## config.mk

```make
export PLATFORM = sky130hd
export DESIGN_NAME = crypto_pack_arb
export DESIGN_NICKNAME = d
export VERILOG_FILES = /design/src/rtl/crypto_pack_arb.sv
export SDC_FILE = /design/constraint.sdc
export NUM_CORES = 1
export LEC_CHECK = 0
export CAP_MARGIN = 20
export CELL_PAD_IN_SITES_DETAIL_PLACEMENT = 1
export CELL_PAD_IN_SITES_GLOBAL_PLACEMENT = 1
export CORE_AREA = 2 2 210 212
export DETAILED_ROUTE_END_ITERATION = 8
export DIE_AREA = 0 0 212 214
export PLACE_DENSITY_LB_ADDON = 0.1
export SLEW_MARGIN = 20
export SYNTH_ARGS = -nofsm -noshare
export SYNTH_HDL_FRONTEND = slang
export SYNTH_SLANG_ARGS = --single-unit
```

## constraint.sdc

```tcl
create_clock -name clk_i -period 1.8 [get_ports clk_i]
set_clock_uncertainty 0.05 [all_clocks]
set_input_delay 0.36 -clock clk_i [delete_from_list [all_inputs] [get_ports clk_i]]
set_output_delay 0.36 -clock clk_i [all_outputs]
set_load 0.02 [all_outputs]
```

## src/rtl/crypto_pack_arb.sv

```systemverilog
// Two-port arbiter feeding a shared PACK/PACKH/PACKW unit: capture, one execute cycle, hold result.
// Define CRYPTO_PACK_ARB_FIXED_PRIO_EN for fixed priority (port 0 always wins contention).
module crypto_pack_arb #(
    parameter int XLEN          = 64,
    parameter int TRANS_ID_BITS = 3
) (
    input  logic                     clk_i,
    input  logic                     rst_i,
    input  logic                     flush_i,

    input  logic                     req0_valid_i,
    output logic                     req0_ready_o,
    input  logic [1:0]               req0_op_i,
    input  logic [XLEN-1:0]          req0_rs1_i,
    input  logic [XLEN-1:0]          req0_rs2_i,
    input  logic [TRANS_ID_BITS-1:0] req0_trans_id_i,

    input  logic                     req1_valid_i,
    output logic                     req1_ready_o,
    input  logic [1:0]               req1_op_i,
    input  logic [XLEN-1:0]          req1_rs1_i,
    input  logic [XLEN-1:0]          req1_rs2_i,
    input  logic [TRANS_ID_BITS-1:0] req1_trans_id_i,

    output logic [1:0]               pack_op_o,
    output logic [XLEN-1:0]          pack_rs1_o,
    output logic [XLEN-1:0]          pack_rs2_o,
    input  logic [XLEN-1:0]          pack_result_i,

    output logic                     result_valid_o,
    input  logic                     result_ready_i,
    output logic [XLEN-1:0]          result_o,
    output logic [TRANS_ID_BITS-1:0] result_trans_id_o,
    output logic                     result_src_o,
    output logic                     result_err_o,
    output logic                     busy_o
);

    typedef enum logic [1:0] {
        IDLE = 2'd0,
        EXEC = 2'd1,
        RESP = 2'd2
    } state_t;

    localparam logic [1:0] OP_PACK    = 2'b00;
    localparam logic [1:0] OP_ILLEGAL = 2'b11;

    state_t state;

    // Operand stage registers (drive the pack unit directly).
    logic [1:0]               op_p0;
    logic [XLEN-1:0]          rs1_p0;
    logic [XLEN-1:0]          rs2_p0;
    logic [TRANS_ID_BITS-1:0] id_p0;
    logic                     src_p0;
    logic                     err_p0;

    // Result stage registers.
    logic [XLEN-1:0]          res_p1;
    logic [TRANS_ID_BITS-1:0] id_p1;
    logic                     src_p1;
    logic                     err_p1;
    logic                     vld_p1;

`ifndef CRYPTO_PACK_ARB_FIXED_PRIO_EN
    logic last_grant;
`endif

    logic                     grant0;
    logic                     grant1;
    logic                     window;
    logic                     accept;
    logic [1:0]               sel_op;
    logic [XLEN-1:0]          sel_rs1;
    logic [XLEN-1:0]          sel_rs2;
    logic [TRANS_ID_BITS-1:0] sel_id;

    always_comb begin
`ifdef CRYPTO_PACK_ARB_FIXED_PRIO_EN
        grant0 = req0_valid_i;
`else
        // last_grant==1 means port 1 won last, so port 0 takes the next contention.
        grant0 = req0_valid_i & (~req1_valid_i | last_grant);
`endif
        grant1 = req1_valid_i & ~grant0;
    end

    assign window = ((state == IDLE) | ((state == RESP) & result_ready_i)) & ~flush_i & ~rst_i;

    assign req0_ready_o = grant0 & window;
    assign req1_ready_o = grant1 & window;
    assign accept       = req0_ready_o | req1_ready_o;

    assign sel_op  = grant1 ? req1_op_i       : req0_op_i;
    assign sel_rs1 = grant1 ? req1_rs1_i      : req0_rs1_i;
    assign sel_rs2 = grant1 ? req1_rs2_i      : req0_rs2_i;
    assign sel_id  = grant1 ? req1_trans_id_i : req0_trans_id_i;

    always_ff @(posedge clk_i) begin
        if (rst_i) begin
            state  <= IDLE;
            op_p0  <= '0;
            rs1_p0 <= '0;
            rs2_p0 <= '0;
            id_p0  <= '0;
            src_p0 <= 1'b0;
            err_p0 <= 1'b0;
            res_p1 <= '0;
            id_p1  <= '0;
            src_p1 <= 1'b0;
            err_p1 <= 1'b0;
            vld_p1 <= 1'b0;
`ifndef CRYPTO_PACK_ARB_FIXED_PRIO_EN
            last_grant <= 1'b1;
`endif
        end else if (flush_i) begin
            state  <= IDLE;
            vld_p1 <= 1'b0;
        end else begin
            // Capture on accept from either IDLE or RESP; an illegal op rides through as PACK with err set.
            if (accept) begin
                op_p0  <= (sel_op == OP_ILLEGAL) ? OP_PACK : sel_op;
                rs1_p0 <= sel_rs1;
                rs2_p0 <= sel_rs2;
                id_p0  <= sel_id;
                src_p0 <= grant1;
                err_p0 <= (sel_op == OP_ILLEGAL);
`ifndef CRYPTO_PACK_ARB_FIXED_PRIO_EN
                last_grant <= grant1;
`endif
            end

            case (state)
                IDLE: begin
                    if (accept) begin
                        state <= EXEC;
                    end
                end
                EXEC: begin
                    // Execute / result stage boundary.
                    res_p1 <= err_p0 ? '0 : pack_result_i;
                    id_p1  <= id_p0;
                    src_p1 <= src_p0;
                    err_p1 <= err_p0;
                    vld_p1 <= 1'b1;
                    state  <= RESP;
                end
                RESP: begin
                    if (result_ready_i) begin
                        vld_p1 <= 1'b0;
                        state  <= accept ? EXEC : IDLE;
                    end
                end
                default: begin
                    state  <= IDLE;
                    vld_p1 <= 1'b0;
                end
            endcase
        end
    end

    assign pack_op_o         = op_p0;
    assign pack_rs1_o        = rs1_p0;
    assign pack_rs2_o        = rs2_p0;
    assign result_valid_o    = vld_p1;
    assign result_o          = res_p1;
    assign result_trans_id_o = id_p1;
    assign result_src_o      = src_p1;
    assign result_err_o      = err_p1;
    assign busy_o            = (state != IDLE);

endmodule

```

==> reports/summary.txt, run 1 <==
Status: finished, violations left
Failing checks: setup timing
Startpoint class of the critical path: flip-flop
Area of the die: 0.0454 sq mm
Sequential standard cell area: 0.00417 sq mm
Critical path fanouts, max: 4
Top FF cell, synth: dfxtp_1
Final wirelength: 47300 um
Area grow syn2layout: 79.2%
Hold crit path type: in -> reg
Ys async rst share: 0%
Syn Area/Cell: 8.37 sq um
CTS tree: yes
CP endpoint kind: output pin
Count of final setup violators: 2
RSZ-0062 raised after global routing: true
Worst Tran Pin Value: 0.470 ns
Pwr Density: 805 mW/mm^2
GRT met3 Usage: 6.19%
Unique masters post-synth: 32
CP arrival: 1.54 ns
Synth warn: 0
Root Driver: clkbuf_16
DR DRC count: 0
Drt first pass iters: 4
Area occupied by multi-input gates: 0.00446 sq mm
Tmin final: 1.95 ns
Starting Density: 21.6%
First-pass GRT wire length: 70800 um
Share of layout cells above drive strength 1: 10.0%
Cell Area, Synth: 0.00928 sq mm
Post-Syn Nets: 1444
Largest voltage drop on the vdd net: 0.564 mV
F_max: 514 MHz
Vias in the first global route: 11400
Final Max Tran Viols: 0
GRT busiest layer: met2
IO buf count: 538
Combinational power share: 21.1%
Final net count: 1962
Vias per inst: 4.80
Post-Layout Cell Count: 2234
Sink Count: 208
Post-synth EDFFs: 0
Die height: 214 um
Io pins: 539
Vias: 10700
Max-cap violations: 0
CP Data Required Time: 1.39 ns
Flop pwr share: 37.1%
Core box area: 0.0429 sq mm
Sw Ratio: 27.5%
CTS H-Tree Depth: 1
GR Layer Usage met2: 35.1%
Detailed-placement wirelength estimate: 34000 um
CTS buffer count: 27
Antenna viol nets, final: 0
Initial antenna violation count: 7
Die width: 212 um
Clk network pwr share: 41.8%
Met1 GRT Util: 23.6%
Congestion Overflow GR: 0
Clk slew on worst S/H paths: 0.06 ns
Seq/Total Area, Yosys: 44.9%
Fill cell total of the finished layout: 4989
Placed cell count: 2174
Final worst slack: -0.145 ns
GRT Total Usage: 20.0%
Final hold vios: 0
Pint: 9.71 mW
Synth Register Bits: 208
Worst rel slew slack: 68.7%
Fin crit share: 108%
1st-iter DRT viols: 409
Post-synthesis cell count: 1108
Net Switching: 3.68 mW
FP Rows: 76
WL per Instance: 21.2 um
P_leak: 6.72 nW
Worst skew pair latency: 0.55 ns
Clock Tree Buf Depth: 3
Total Power: 13.4 mW
Pin count of the biggest net entering global routing: 83
Routability Congestion: 0.758
Critical path class: reg -> out
==> metal layers <==
layer	share of wire, %	routed length (um)	vias to the layer above
met1	41	19300	5217
met3	7.6	3580	63
met5	0.10	48	-
met4	2.3	1090	6
met2	49	23300	324
li1	-	-	5109
==> cell usage in the layout, fill, tap and decap left out, drive strengths merged, types with 39 or more instances in the layout <==
cell and count:
nand2 336, clkdlybuf4s50 333, dfxtp 208, dlygate4sd2 201, a31oi 135, a311oi 134, buf 89, a21oi 69
nand3b 68, clkbuf 39
==> area by class of cell <==
type,count,area share (%)
repair buffers,623,38.1
clock buffers,39,4.69
diodes,5,0.0752
multi-input cells,763,26.8
flip-flops and latches,208,25.1
clock inverters,8,0.737
well taps,585,4.40
inverters,3,0.0828
==> cell families (layout without fill, tap and decap cells) <==
logic type	count (synthesis)	in the layout	share of synthesized area [%]
and+or+nand+nor	419	419	20.3
AOI/OAI and AO/OA	343	343	27.3
DFF	208	208	44.9
buffers and inverters	137	673	7.43
muxes	1	1	0.108
other	0	5	0
==> critical path, stage by stage (launching register included) <==
cell      delay (ns)
dfxtp_4         0.35
nor3_4          0.14
buf_12          0.13
o2111a_2        0.23
buf_12          0.12
==> per-stage QoR <==
stage	TNS [ns]	hold slack, ns	utilization, %	setup WS [ns]	instance area, sq um
finish	-0.235	0.332	38.8	-0.145	16600
global route	-0.368	0.323	38.8	-0.207	16600
CTS	-0.433	0.299	38.7	-0.189	16600
detailed placement	-73.29	0.393	37.0	-0.410	15900
global placement	-74.74	0.386	37.0	-0.408	15900
floorplan	0	0.381	-	0.118	9280
==> power by group through the flow <==
| stage | Combinational (mW) | Sequential, mW | Clock [mW] |
|---|---|---|---|
| after floorplan | 0.941 | 5.35 | 0 |
| after global placement | 2.98 | 5.07 | 0 |
| after detailed placement | 2.99 | 5.08 | 0 |
| after CTS | 2.86 | 4.97 | 5.79 |
| after global routing | 3.04 | 5.00 | 5.95 |
| final | 2.82 | 4.97 | 5.60 |
==> synth_stat cells (all sizes together) (2+ instances only) <==
cell type | count | area [sq um]
nand3b | 68 | 510
nor2 | 2 | 7.51
a311oi | 134 | 1290
buf | 76 | 460
a21oi | 69 | 345
nand3 | 3 | 20.0
a31oi | 135 | 845
clkbuf | 58 | 218
dfxtp | 208 | 4160
or2 | 2 | 12.5
inv | 3 | 11.3
nand2 | 336 | 1260
nor3 | 2 | 21.3
==> what timing repair did <==
action	4_1_cts	5_1_grt
endpoints found under the setup margin	203	3
hold buffers	0	0
hold endpoints to repair	0	0
setup buffers	8	1
gates resized for setup	212	5
pin swaps	4	0
==> state kept, by name, summed over array words and instances (netlist names) <==
signal and cells:
last_grant 1, id_p0 3, pack_op_o 2, err_p0 1, result_trans_id_o 3, result_src_o 1
pack_rs1_o 64, src_p0 1, state 2, result_err_o 1, pack_rs2_o 64, result_valid_o 1
result_o 64
==> worst paths after layout <==
kind	start	end	slack, ns	depth (start not counted)
worst min register to register	result_o[24]$_SDFFE_PP0P_	result_o[24]$_SDFFE_PP0P_	0.39	2
worst min-delay path	req0_rs1_i[16]	pack_rs1_o[16]$_SDFFE_PP0P_	0.33	3
worst max register to register	state[0]$_SDFFE_PP0P_	pack_rs2_o[21]$_SDFFE_PP0P_	0.11	7
worst max-delay path	state[0]$_SDFFE_PP0P_	req0_ready_o	-0.15	4
Note: power is estimated with default switching activity, not from simulation.
==> inputs of run 2 (changes only) <==
--- a/config.mk
+++ b/config.mk
@@ -12,6 +12,7 @@
 export DETAILED_ROUTE_END_ITERATION = 8
 export DIE_AREA = 0 0 212 214
 export PLACE_DENSITY_LB_ADDON = 0.1
+export SETUP_SLACK_MARGIN = 0.1
 export SLEW_MARGIN = 20
 export SYNTH_ARGS = -nofsm -noshare
 export SYNTH_HDL_FRONTEND = slang
==> run 2 against run 1 <==
Net effect:
- the flow still finishes with violations (setup timing)
- clock-buffer cell count unchanged
- fmax up 0.58%
- first-iteration DRC count down 22%
- combinational power about the same
- flip-flop and latch count unchanged
- design area up 0.71%
- via count up 0.52%
- non-clock buffer count up 3
- largest cell class unchanged
==> reports/summary.txt, run 2 (synthesis results as in run 1) <==
Status: finished, violations left
Failing checks: setup timing
Pin count of the biggest net entering global routing: 83
CP max stage cell: dfxtp_4
Most frequent CP cell: buf_12
FP Rows: 76
GRT Total Usage: 20.0%
Final net count: 1965
Crit path cell chain: nor3_4 -> buf_12 -> o2111a_2 -> buf_12
Core box area: 0.0429 sq mm
Family with the most delay on the worst path: flip-flops
Starting Density: 21.6%
WP depth: 4
Detailed-placement wirelength estimate: 34000 um
Count of final setup violators: 2
First-pass GRT wire length: 70500 um
P_leak: 6.52 nW
1st-iter DRT viols: 317
Share of layout cells above drive strength 1: 11.9%
CTS H-Tree Depth: 1
Critical path fanouts, max: 4
Routability Congestion: 0.758
CP Data Required Time: 1.39 ns
Critical path class: reg -> out
Startpoint class of the critical path: flip-flop
DR DRC count: 0
CP arrival: 1.52 ns
IO buf count: 538
Commonest cells after routing, fill and taps aside: nand2_1, clkdlybuf4s50_1, dfxtp_1
Sink Count: 208
Antenna viol nets, final: 0
Die width: 212 um
Worst Tran Pin Value: 0.474 ns
Final worst slack: -0.134 ns
TNS Setup: -0.239 ns
CTS buffer count: 27
Final wirelength: 47800 um
RSZ-0062 raised after global routing: true
Most common cell after layout, fill and taps aside: nand2_1
Clock Tree Buf Depth: 3
Root Driver: clkbuf_16
Io pins: 539
Area of the die: 0.0454 sq mm
Clk slew on worst S/H paths: 0.06 ns
Initial antenna violation count: 12
CP max stage delay: 0.34 ns
Max-cap violations: 0
Fill cell total of the finished layout: 4957
Cts hold-fix bufs: 0
Largest voltage drop on the vdd net: 0.562 mV
CP endpoint kind: output pin
Die height: 214 um
Tmin final: 1.93 ns
Critical path buffers and inverters: 2
Area grow syn2layout: 80.5%
Worst skew pair latency: 0.55 ns
Worst Hold Depth: 3
Vias: 10800
WL per Instance: 21.3 um
R2r worst-path depth: 7
Total Power: 13.4 mW
Congestion Overflow GR: 0
F_max: 517 MHz
Final Max Tran Viols: 0
Final hold vios: 0
Vias in the first global route: 11400
Fin crit share: 107%
CTS tree: yes
Pwr Density: 802 mW/mm^2
Drt first pass iters: 4
Worst rel slew slack: 68.4%
Hold crit path type: in -> reg
Final Hold Slack: 0.331 ns
Vias per inst: 4.81
-- run 2: cell count changes in the layout (fill, tap and decap cells not counted), sizes merged --
cell | before | now
diode | 5 | 10
clkbuf | 39 | 59
dlygate4sd2 | 201 | 122
clkdlybuf4s15 | 0 | 61
buf | 89 | 90
-- run 2: final timing paths --
path | start | endpoint | slack [ns]
max | state[0]$_SDFFE_PP0P_ | req0_ready_o | -0.13
max reg2reg | state[0]$_SDFFE_PP0P_ | pack_rs2_o[14]$_SDFFE_PP0P_ | 0.13
min | req0_rs1_i[16] | pack_rs1_o[16]$_SDFFE_PP0P_ | 0.33
min reg2reg | result_o[24]$_SDFFE_PP0P_ | result_o[24]$_SDFFE_PP0P_ | 0.39
-- run 2: timing repair --
action                     in CTS  in global routing
setup buffers                   5                  4
pin swaps                       3                 16
gates resized for setup       255                 75
setup endpoints to repair     203                 89
gates cloned                    0                  2
-- run 2: area by class of cell --
type / instances / area [sq um] / share of cell area [%]
Clock buffer: 39 / 781 / 4.66
Inverter: 3 / 16.3 / 0.0971
Antenna cell: 10 / 25.0 / 0.149
Timing Repair Buffer: 626 / 6440 / 38.4
Clock inverter: 8 / 123 / 0.732
Sequential cell: 208 / 4170 / 24.9
Tap cell: 585 / 732 / 4.37
Multi-Input combinational cell: 763 / 4460 / 26.7
-- run 2: where the power goes --
group	total, mW	internal [mW]	switching, mW
combinational	2.85	1.47	1.38
clock	5.61	3.42	2.19
sequential	4.98	4.85	0.127
total	13.4	9.74	3.70
-- run 2: metal layers --
metal	vias to the layer above	wire, um	share of wire, %	global-route usage, %
met5	-	44	0.092	0
met3	86	3830	8.0	6.88
li1	5124	-	-	-
met1	5216	19200	40	23.2
met2	343	23200	49	34.1
met4	6	1540	3.2	6.78
-- run 2: metrics by stage --
step | std cells | util [%] | instance area [sq um] | setup slack [ns]
6_report | 2242 | 39.1 | 16700 | -0.134
5_1_grt | 2241 | 39.0 | 16700 | -0.197
4_1_cts | 2226 | 38.8 | 16600 | -0.180
3_5_place_dp | 2174 | 37.0 | 15900 | -0.410
3_3_place_gp | 2174 | 37.0 | 15900 | -0.408
2_1_floorplan | 1108 | - | 9280 | 0.118
-- run 2: worst min-delay path: stages --
cell and delay (ns):
clkdlybuf4s50_1 0.40, nand2_1 0.06, a311oi_1 0.07
==> inputs of run 3 (changes only) <==
--- a/config.mk
+++ b/config.mk
@@ -13,6 +13,7 @@
 export DIE_AREA = 0 0 212 214
 export PLACE_DENSITY_LB_ADDON = 0.1
 export SETUP_SLACK_MARGIN = 0.1
+export SKIP_LAST_GASP = 1
 export SLEW_MARGIN = 20
 export SYNTH_ARGS = -nofsm -noshare
 export SYNTH_HDL_FRONTEND = slang
==> run 3 against run 2 <==
Net effect:
- largest power group unchanged
- total power hardly changed
- utilization hardly changed
- critical endpoint unchanged
- flip-flop and latch count stayed put
- the run still ends with setup timing left
- via count is 0.16% higher
- hold slack worse by 0.00068 ns
- global-route usage stayed put
- design area hardly changed
- worst setup slack worse by 0.0011 ns
- clock power hardly changed
==> reports/summary.txt, run 3 (synthesis results as in run 1) <==
Critical path fanouts, max: 4
Failing checks: setup timing
GRT Total Usage: 20.0%
Post-Layout Cell Count: 2242
Most common cell after layout, fill and taps aside: nand2_1
Final worst slack: -0.135 ns
WL per Instance: 21.3 um
Worst Min Path Start: req0_rs1_i[54]
DR DRC count: 0
Count of final setup violators: 2
CP max stage cell: dfxtp_4
Most frequent CP cell: buf_12
Antenna viol nets, final: 0
Detailed-placement wirelength estimate: 34000 um
CP max stage delay: 0.35 ns
CP arrival: 1.53 ns
Die height: 214 um
Final Max Tran Viols: 0
Crit path cell chain: nor3_4 -> buf_12 -> o2111a_2 -> buf_12
Area grow syn2layout: 80.4%
Final net count: 1965
1st-iter DRT viols: 340
Final Hold Slack: 0.330 ns
Startpoint class of the critical path: flip-flop
FP Rows: 76
Vias: 10800
Core Util, Final: 39.0%
Status: finished, violations left
Largest voltage drop on the vdd net: 0.562 mV
Reg-to-Reg Start: state[0]$_SDFFE_PP0P_
Clock Tree Buf Depth: 3
Critical path class: reg -> out
Fill cell total of the finished layout: 4957
Sink Count: 208
Worst skew pair latency: 0.55 ns
CTS buffer count: 27
Congestion Overflow GR: 0
Pin count of the biggest net entering global routing: 83
Vias in the first global route: 11400
Tmin final: 1.94 ns
Final hold vios: 0
Commonest cells after routing, fill and taps aside: nand2_1, clkdlybuf4s50_1, dfxtp_1
Clk slew on worst S/H paths: 0.06 ns
Io pins: 539
Drt first pass iters: 4
Vias per inst: 4.81
Root Driver: clkbuf_16
Fin crit share: 108%
F_max: 517 MHz
Starting Density: 21.6%
Crit path from: state[0]$_SDFFE_PP0P_
P_leak: 6.51 nW
First-pass GRT wire length: 70500 um
Core box area: 0.0429 sq mm
Max-cap violations: 0
Area of the die: 0.0454 sq mm
Pwr Density: 803 mW/mm^2
CTS tree: yes
CP endpoint kind: output pin
Initial antenna violation count: 12
Final wirelength: 47800 um
Placed cell count: 2174
IO buf count: 538
RSZ-0062 raised after global routing: true
CP Data Required Time: 1.39 ns
Die width: 212 um
Worst rel slew slack: 68.7%
Share of layout cells above drive strength 1: 11.9%
Hold crit path type: in -> reg
CTS H-Tree Depth: 1
Total Power: 13.4 mW
Routability Congestion: 0.758
Worst Tran Pin Value: 0.469 ns
run 3: cell counts in the layout (fill, tap and decap cells not counted):
No cell type changed its count.
run 3: timing repair:
action,in CTS,in global routing
endpoints found under the setup margin,203,89
buffers inserted,5,4
pin swaps,3,13
gates cloned,0,2
hold buffers,0,0
resized for setup,253,74
run 3: worst max-delay path: cells and delay by family (launching register included):
kind            cells  cell delay [ns]
flops               1             0.35
compound gates      1             0.23
buf+inv             2             0.25
simple gates        1             0.14
run 3: per-layer routing:
metal / track usage [%] / wire length [um] / up-vias
li1: - / - / 5121
met4: 6.78 / 1580 / 6
met5: 0 / 44 / -
met2: 34.1 / 23000 / 344
met1: 23.2 / 19300 / 5235
met3: 6.88 / 3790 / 86
run 3: path summary, 6_finish.rpt:
path                                 endpoint  slack [ns]  depth (start not counted)
setup / recovery                 req0_ready_o       -0.14                          4
hold / removal    pack_rs1_o[54]$_SDFFE_PP0P_        0.33                          3
setup reg to reg  pack_rs2_o[14]$_SDFFE_PP0P_        0.13                          7
hold reg to reg      result_o[0]$_SDFFE_PP0P_        0.40                          2
run 3: area by class of cell:
type	instances	area (sq um)	area share (%)
timing repair buffer	626	6430	38.4
multi-input combinational	763	4460	26.6
sequential	208	4170	24.9
clock buffer	39	781	4.66
tap	585	732	4.37
clock inverter	8	123	0.732
antenna	10	25.0	0.149
inverter	3	16.3	0.0972
run 3: power breakdown:
| part | leakage (nW) | switching, mW | internal [mW] |
|---|---|---|---|
| clock network | 0.446 | 2.19 | 3.42 |
| registers | 1.70 | 0.127 | 4.85 |
| logic | 4.37 | 1.38 | 1.47 |
| total | 6.51 | 3.70 | 9.73 |
run 3: through the flow:
| step | setup WS [ns] | TNS (ns) | area (sq um) |
|---|---|---|---|
| 2_1_floorplan | 0.118 | 0 | 9280 |
| 3_3_place_gp | -0.408 | -74.74 | 15900 |
| 3_5_place_dp | -0.410 | -73.29 | 15900 |
| 4_1_cts | -0.180 | -0.519 | 16600 |
| 5_1_grt | -0.197 | -0.403 | 16700 |
| 6_report | -0.135 | -0.240 | 16700 |
